### src/rtl/fifo_pkg.sv
// fifo_pkg: shared widths, default depth and pointer sizing for the width-converting FIFOs
package fifo_pkg;
   localparam int BYTE_W = 8;
   localparam int WORD_W = 16;
   localparam int DEF_DEPTH = 16;
   function automatic int ptr_w(input int depth);
      return $clog2(depth);
   endfunction
endpackage

### src/rtl/fifo_pack_mem.sv
// fifo_pack_mem: byte-wide register array with one write port and an even/odd read pair
module fifo_pack_mem
   import fifo_pkg::*;
#(
   parameter int DEPTH = DEF_DEPTH,
   parameter int AW = ptr_w(DEPTH)
) (
   input  logic              clk,
   input  logic              we,
   input  logic [AW-1:0]     waddr,
   input  logic [BYTE_W-1:0] wdata,
   input  logic [AW-2:0]     rpair,
   output logic [BYTE_W-1:0] rdata_lo,
   output logic [BYTE_W-1:0] rdata_hi
);
   logic [BYTE_W-1:0] mem [DEPTH];
   always_ff @(posedge clk)
      if (we) mem[waddr] <= wdata;
   assign rdata_lo = mem[{rpair, 1'b0}];
   assign rdata_hi = mem[{rpair, 1'b1}];
endmodule

### src/rtl/fifo_pack_8to16.sv
// fifo_pack_8to16: byte-in, 16-bit-word-out show-ahead FIFO over a byte circular buffer
module fifo_pack_8to16
   import fifo_pkg::*;
#(
   parameter int DEPTH = DEF_DEPTH,
   parameter int AW = ptr_w(DEPTH)
) (
   input  logic              clk,
   input  logic              rstn,
   input  logic [BYTE_W-1:0] data_in,
   input  logic              input_valid,
   output logic              input_enable,
   output logic [WORD_W-1:0] data_out,
   output logic              output_valid,
   input  logic              output_enable,
   output logic [AW:0]       level
);
   logic [AW-1:0] wr_ptr_q, wr_ptr_d;
   logic [AW-2:0] rd_pair_q, rd_pair_d;
   logic [AW:0] level_q, level_d;
   logic wr, rd;
   logic [BYTE_W-1:0] lo, hi;
   assign input_enable = level_q < (AW+1)'(DEPTH);
   assign output_valid = level_q >= (AW+1)'(2);
   assign wr = input_valid && input_enable;
   assign rd = output_enable && output_valid;
   // rd_ptr is kept as a pair index, so it is always even and never straddles the wrap
   assign wr_ptr_d = wr ? wr_ptr_q + AW'(1) : wr_ptr_q;
   assign rd_pair_d = rd ? rd_pair_q + (AW-1)'(1) : rd_pair_q;
   assign level_d = (wr && rd) ? level_q - (AW+1)'(1) :
                    wr ? level_q + (AW+1)'(1) :
                    rd ? level_q - (AW+1)'(2) : level_q;
   always_ff @(posedge clk)
      if (!rstn) begin
         wr_ptr_q <= '0;
         rd_pair_q <= '0;
         level_q <= '0;
      end else begin
         wr_ptr_q <= wr_ptr_d;
         rd_pair_q <= rd_pair_d;
         level_q <= level_d;
      end
   fifo_pack_mem #(.DEPTH(DEPTH), .AW(AW)) u_mem (
      .clk(clk),
      .we(wr && rstn),
      .waddr(wr_ptr_q),
      .wdata(data_in),
      .rpair(rd_pair_q),
      .rdata_lo(lo),
      .rdata_hi(hi)
   );
   assign data_out = output_valid ? {hi, lo} : '0;
   assign level = level_q;
endmodule
### config.mk
export PLATFORM = sky130hd
export DESIGN_NAME = fifo_pack_8to16
export DESIGN_NICKNAME = d
export VERILOG_FILES = /design/src/rtl/fifo_pkg.sv /design/src/rtl/fifo_pack_mem.sv /design/src/rtl/fifo_pack_8to16.sv
export SDC_FILE = /design/constraint.sdc
export NUM_CORES = 1
export LEC_CHECK = 0
export ABC_AREA = 1
export BUFFER_PORTS_ARGS = -buffer_cell sky130_fd_sc_hd__buf_4
export CAP_MARGIN = 10
export CORE_ASPECT_RATIO = 0.5
export CORE_MARGIN = 5
export CORE_UTILIZATION = 50
export DETAILED_ROUTE_END_ITERATION = 8
export PLACE_DENSITY = 0.7
export RECOVER_POWER = 100
export SLEW_MARGIN = 20
export SYNTH_ARGS = -nofsm -noshare
export SYNTH_HDL_FRONTEND = slang
export SYNTH_SLANG_ARGS = --single-unit
### constraint.sdc
create_clock -name clk -period 1.7 [get_ports clk]
set_input_delay 0.34 -clock clk [delete_from_list [all_inputs] [get_ports clk]]
set_output_delay 0.34 -clock clk [all_outputs]
set_load 0.05 [all_outputs]
Yosys cells after proc, flatten, opt, wreduce, memory -nomap -nowiden
Memories as Yosys holds them, arrays and structs flattened. A register that Yosys moved wholly into a read port is not among the register bits.
Cells that the tools add are included.
{ "totals": {"register_bits": 12, "mem_bits_rw": 128, "output_inout_bits": 23, "n_memories": 1} }
{ "op_classes": {"reduce_logical": 5, "n_lt_le_gt_ge": 2, "addsub": 5, "mux": 10} }
{ "memory_table": {"columns": ["memory", "depth", "width", "rd", "rd_clocked_by_memory_dff", "wr", "line", "rtl"], "rows": [
  ["u_mem.mem", 16, 8, 2, 2, 1, "fifo_pack_mem.sv:16", "logic [BYTE_W-1:0] mem [DEPTH];"]
]} }
{ "op_table": {"columns": ["op", "n"], "rows": [
  ["$mux W16", 1],
  ["$mux W4", 4],
  ["$mux W5", 3],
  ["$add A5 B1 Y5 const B", 1],
  ["$ge A5 B2 Y1 const B", 1],
  ["$lt A5 B5 Y1 const B", 1],
  ["$sub A5 B1 Y5 const B", 1],
  ["$sub A5 B2 Y5 const B", 1],
  ["$add A4 B1 Y4 const B", 1],
  ["$logic_and A1 B1 Y1", 4],
  ["$add A3 B1 Y3 const B", 1],
  ["$reduce_bool A3 Y1", 1],
  ["$mux W1", 2]
]} }

Longest topological paths before layout
{ "logic_depth": {"word_depth": 5, "mapped_depth": 10} }

Cells and area by module
From an unflattened synthesis, not the netlist that was laid out.
{ "unflattened": {"hier_cells": 729, "hier_area_um2": 6651.4} }
{ "by_module_without_submodules": {"columns": ["module", "area_each_um2", "seq_area_each_um2", "cells_each", "n_inst"], "rows": [
  ["fifo_pack_mem", 5715.5, 3843.7, 581, 1],
  ["fifo_pack_8to16", 935.9, 240.2, 148, 1]
]} }

Least setup slack after synthesis
OpenSTA, ideal clock, no wires.
{ "synth_timing": {"path_type": "register to output", "from": "register level_q[2] (netlist: level[2])", "to": "output data_out[10]", "t_required_ps": 1360, "arrival_ps": 2062, "n_path_buf": 2, "stages_incl_launch_ff": 7, "path_slack_ps": -702, "path_cell_list": "dfxtp_1 > inv_1 > ha_1 > nand3_2 > buf_6 > buf_4 > o211a_1"} }
{ "synth_via": {"elab_chain_len": 2} }
{ "synth_rtl": {"columns": ["element", "line", "rtl"], "rows": [
  ["start, declared", "fifo_pack_8to16.sv:20", "logic [AW:0] level_q, level_d;"],
  ["start signal, assigned", "fifo_pack_8to16.sv:41", "level_q <= level_d;"],
  ["$ge A5 B2 Y1", "fifo_pack_8to16.sv:24", "assign output_valid = level_q >= (AW+1)'(2);"],
  ["named net output_valid", "fifo_pack_8to16.sv:14", "output logic output_valid,"],
  ["$mux W16", "fifo_pack_8to16.sv:52", "assign data_out = output_valid ? {hi, lo} : '0;"],
  ["end, declared", "fifo_pack_8to16.sv:13", "output logic [WORD_W-1:0] data_out,"]
]} }
The timed path passes the listed nets, and every way through them passes these cells.

==> summary.md <==
| Metric | Value |
|---|---|
| Crit path largest cell delay | around 0.37 ns |
| Grt met3 use | 4.46% |
| Buffers & Inverters on Critical Path | 2 |
| Number of buffers added on ports | 34 |
| ANT nets after route | 0 |
| Startpoint types | register |
| Skew-Pair Late Insertion Delay | 0.41 ns |
| Pre-CTS WS | -0.0190 ns |
| DR iter-0 viols | between 300 and 400 |
| Worst Tran Pin Value | roughly 0.9 ns |
| Die W | 166 microns |
| Clk buf depth | 2 |
| Number of synthesized flops with an enable pin | between 100 and 150 |
| Cell variety after synth | 29 |
| Cells after Synth | 506 |
| Crit end category | output pin |
| Area occupied by multi-input gates | about 1800 sq um |
| Die H | slightly below 90 microns |
| Count leader, synth | edfxtp_1 |
| Top Usage Layer GRT | met2 |
| DRC Markers | 0 |
| Final-report setup violation count | 17 |
| Cell Area, Placed | approximately 7000 sq um |
| Vias in the first global route | between 4k and 5k |
| Clk pin slew, worst setup/hold paths | 0.06 ns |
| RSZ-0062 raised after global routing | yes |
| Final setup margin | -0.404 ns |
| CTS Buf Count | 17 |
| Total number of vias | 4113 |
| FMAX | approximately 0.48 GHz |
| Via density | roughly 5.4 |
| Drt first pass iters | 7 |
| Number of max-cap violations | 0 |
| WP data required | 1.36 ns |
| Post-route clock period utilization | 124% |
| Final Critical Period | roughly 2.1 ns |
| Core area | around 12000 sq um |
| Initial antenna violation count | 0 |
| Synth Area per Inst | between 10 and 15 sq um |
| First-pass GRT wire length | 22500 microns |
| Area grow syn2layout | 25.4% |
| Met2 Track Usage GR | 34.4% |
| Mapped Area | between 6000 and 7000 sq um |
| Slew Limit Fails | 0 |
| Hold Buf Count CTS | 0 |
| CP max stage cell | dfxtp_4 |
| Final nets | slightly above 600 |
| Slew HR | between 40 and 50% |
| Initial core utilization | about half |
| Top cells by area, synth | edfxtp_1 63%, nor2_1 6.1%, o21ai_0 5.7% |
| Filler cell count | a little over 900 |
| Pwr/cell area | approximately 1800 nW/um^2 |
| Layout cells sized above 1 | between 20% and 30% |
| Seq cells post-synth | about 140 |
| ANT cells | 0 |
| Clock Sinks | between 100 and 150 |
| Data arrival, critical path | around 1.8 ns |
| Grt ovf | 0 |
| Area of the die | between 10000 and 15000 sq um |
| H-tree depth | 4 |
| GRT Util Overall | 20.6% |
| Num rows | 28 |
| Ys async rst share | 0% |
| Final Skew | between 0.006 and 0.007 ns |
| Sequential element share of the synthesized area | between 60 and 70% |
| Post-synth top flop | edfxtp_1 |
| Mapped Nets | between 500 and 600 |
| Routed WL | roughly 14000 microns |
| Kind of critical path | reg -> out |
| Peak VDD IR | 1.09 mV |
| Leakage Power | around 2.8 nW |
| Final Hold Violating Endpoints | 0 |
| Synth top cells by count | 128 x edfxtp_1, 98 x nor2_1, 69 x o21ai_0 |
| Ports | 35 |
| RePlAce Congestion | roughly 0.85 |
| Worst hold path type | in -> reg |
| Crit path cell chain | buf_12 -> or2_1 -> o211ai_1 -> nand3_1 -> o211a_4 -> buf_6 |
| CTS tree | done |
| Synth Warn # | 0 |
| Met1 Use GR | 27.4% |
| Area share of the largest cell type after synthesis | a little under two thirds |
| Post-DR wirelength/cell | roughly 19 microns |
| Violated checks | negative setup slack |
| Critical path's top delay family | simple AND/OR/NAND/NOR gates |
| Final Cell Area | about 7600 sq um |
| Status | finished, violations left |
| Reg area | roughly 4200 sq um |
| Post-synth top area cell | edfxtp_1 |
| Pin count of the biggest net entering global routing | 33 |
| CTS Root Buffer Type | clkbuf_16 |
| HPWL after DPL | 9240 microns |
| Crit-path max FO | 25 |
## worst min-delay path: stages
cell	delay, ns
buf_4	0.11
nand3_4	0.08
nand3_1	0.08
a21oi_1	0.06
## flip-flops by register name (all words and copies together), names as in the netlist, named ones only
signal,cells
u_mem.mem,128
wr_ptr_q,4
level,5
rd_pair_q,3
## layout make-up
class	count	area share (%)
clock buffer	19	5.70
clock inverter	12	1.47
timing repair buffer	83	10.2
tap	165	2.72
multi-input combinational	316	23.9
inverter	22	1.23
sequential	143	54.8
## cells by family after synthesis
logic type / count (synthesis) / synth area share (%)
compound gates: 114 / 11.4
xor+xnor: 3 / 0.434
fa+ha+maj: 11 / 2.27
buf+inv: 47 / 3.90
flops: 143 / 68.4
simple gates: 188 / 13.6
## where the power goes
part | total [W] | switching (W) | leakage, nW | internal, W
combinational | 0.00592 | 0.00365 | 1.24 | 0.00227
clock | 0.00345 | 0.00144 | 0.260 | 0.00201
sequential | 0.00415 | 0.000136 | 1.28 | 0.00401
## cell usage in the layout (no fill, tap or decap), drive strengths merged
cell and instances:
a21oi 11, nor2 99, bufbuf 1, bufinv 1, clkbuf 42, o211a 16, inv 25, or2 16
ha 11, xor2 2, edfxtp 128, nand3 25, dfxtp 15, nand4 2, nor4 1, o21ai 71
xnor2 1, clkinvlp 4, clkinv 4, o211ai 16, nor3 9, nand2 36, buf 59
## worst paths after layout
kind                        startpoint  slack [ns]  depth (start not counted)                         to
max                           register       -0.40                          6               data_out[12]
min                      output_enable        0.30                          4      level[4]$_SDFFE_PN0P_
max reg2reg      level[4]$_SDFFE_PN0P_        0.01                          6  u_mem.mem[6][4]$_DFFE_PP_
min reg2reg  rd_pair_q[2]$_SDFFE_PN0P_        0.48                          2                   register
## what timing repair did
item	CTS	global route
resized for setup	46	21
pin swaps	12	5
endpoints found under the setup margin	17	18
buffers inserted	1	0
gates cloned	0	0
endpoints found under the hold margin	0	0
## layer usage
| layer | share of wire (%) | wire length [microns] |
|---|---|---|
| met1 | 46 | 6490 |
| met2 | 48 | 6850 |
| met3 | 4.8 | 676 |
| met4 | 1.4 | 195 |
| met5 | 0 | 0 |
## through the flow
step / TNS, ns / power [W] / cells / utilization, % / hold WS (ns)
finish: -6.08 / 0.0135 / 760 / 64.2 / 0.299
CTS: -6.39 / 0.0136 / 760 / 65.4 / 0.240
detailed placement: -0.0430 / 0.00976 / 728 / 60.0 / 0.461
global placement: -0.00980 / 0.00967 / 728 / 60.0 / 0.449
floorplan: -2.94 / 0.00810 / 506 / - / 0.433
global route: -9.31 / 0.0142 / 760 / 64.2 / 0.305
No activity file was read; power rests on OpenSTA's default activity.
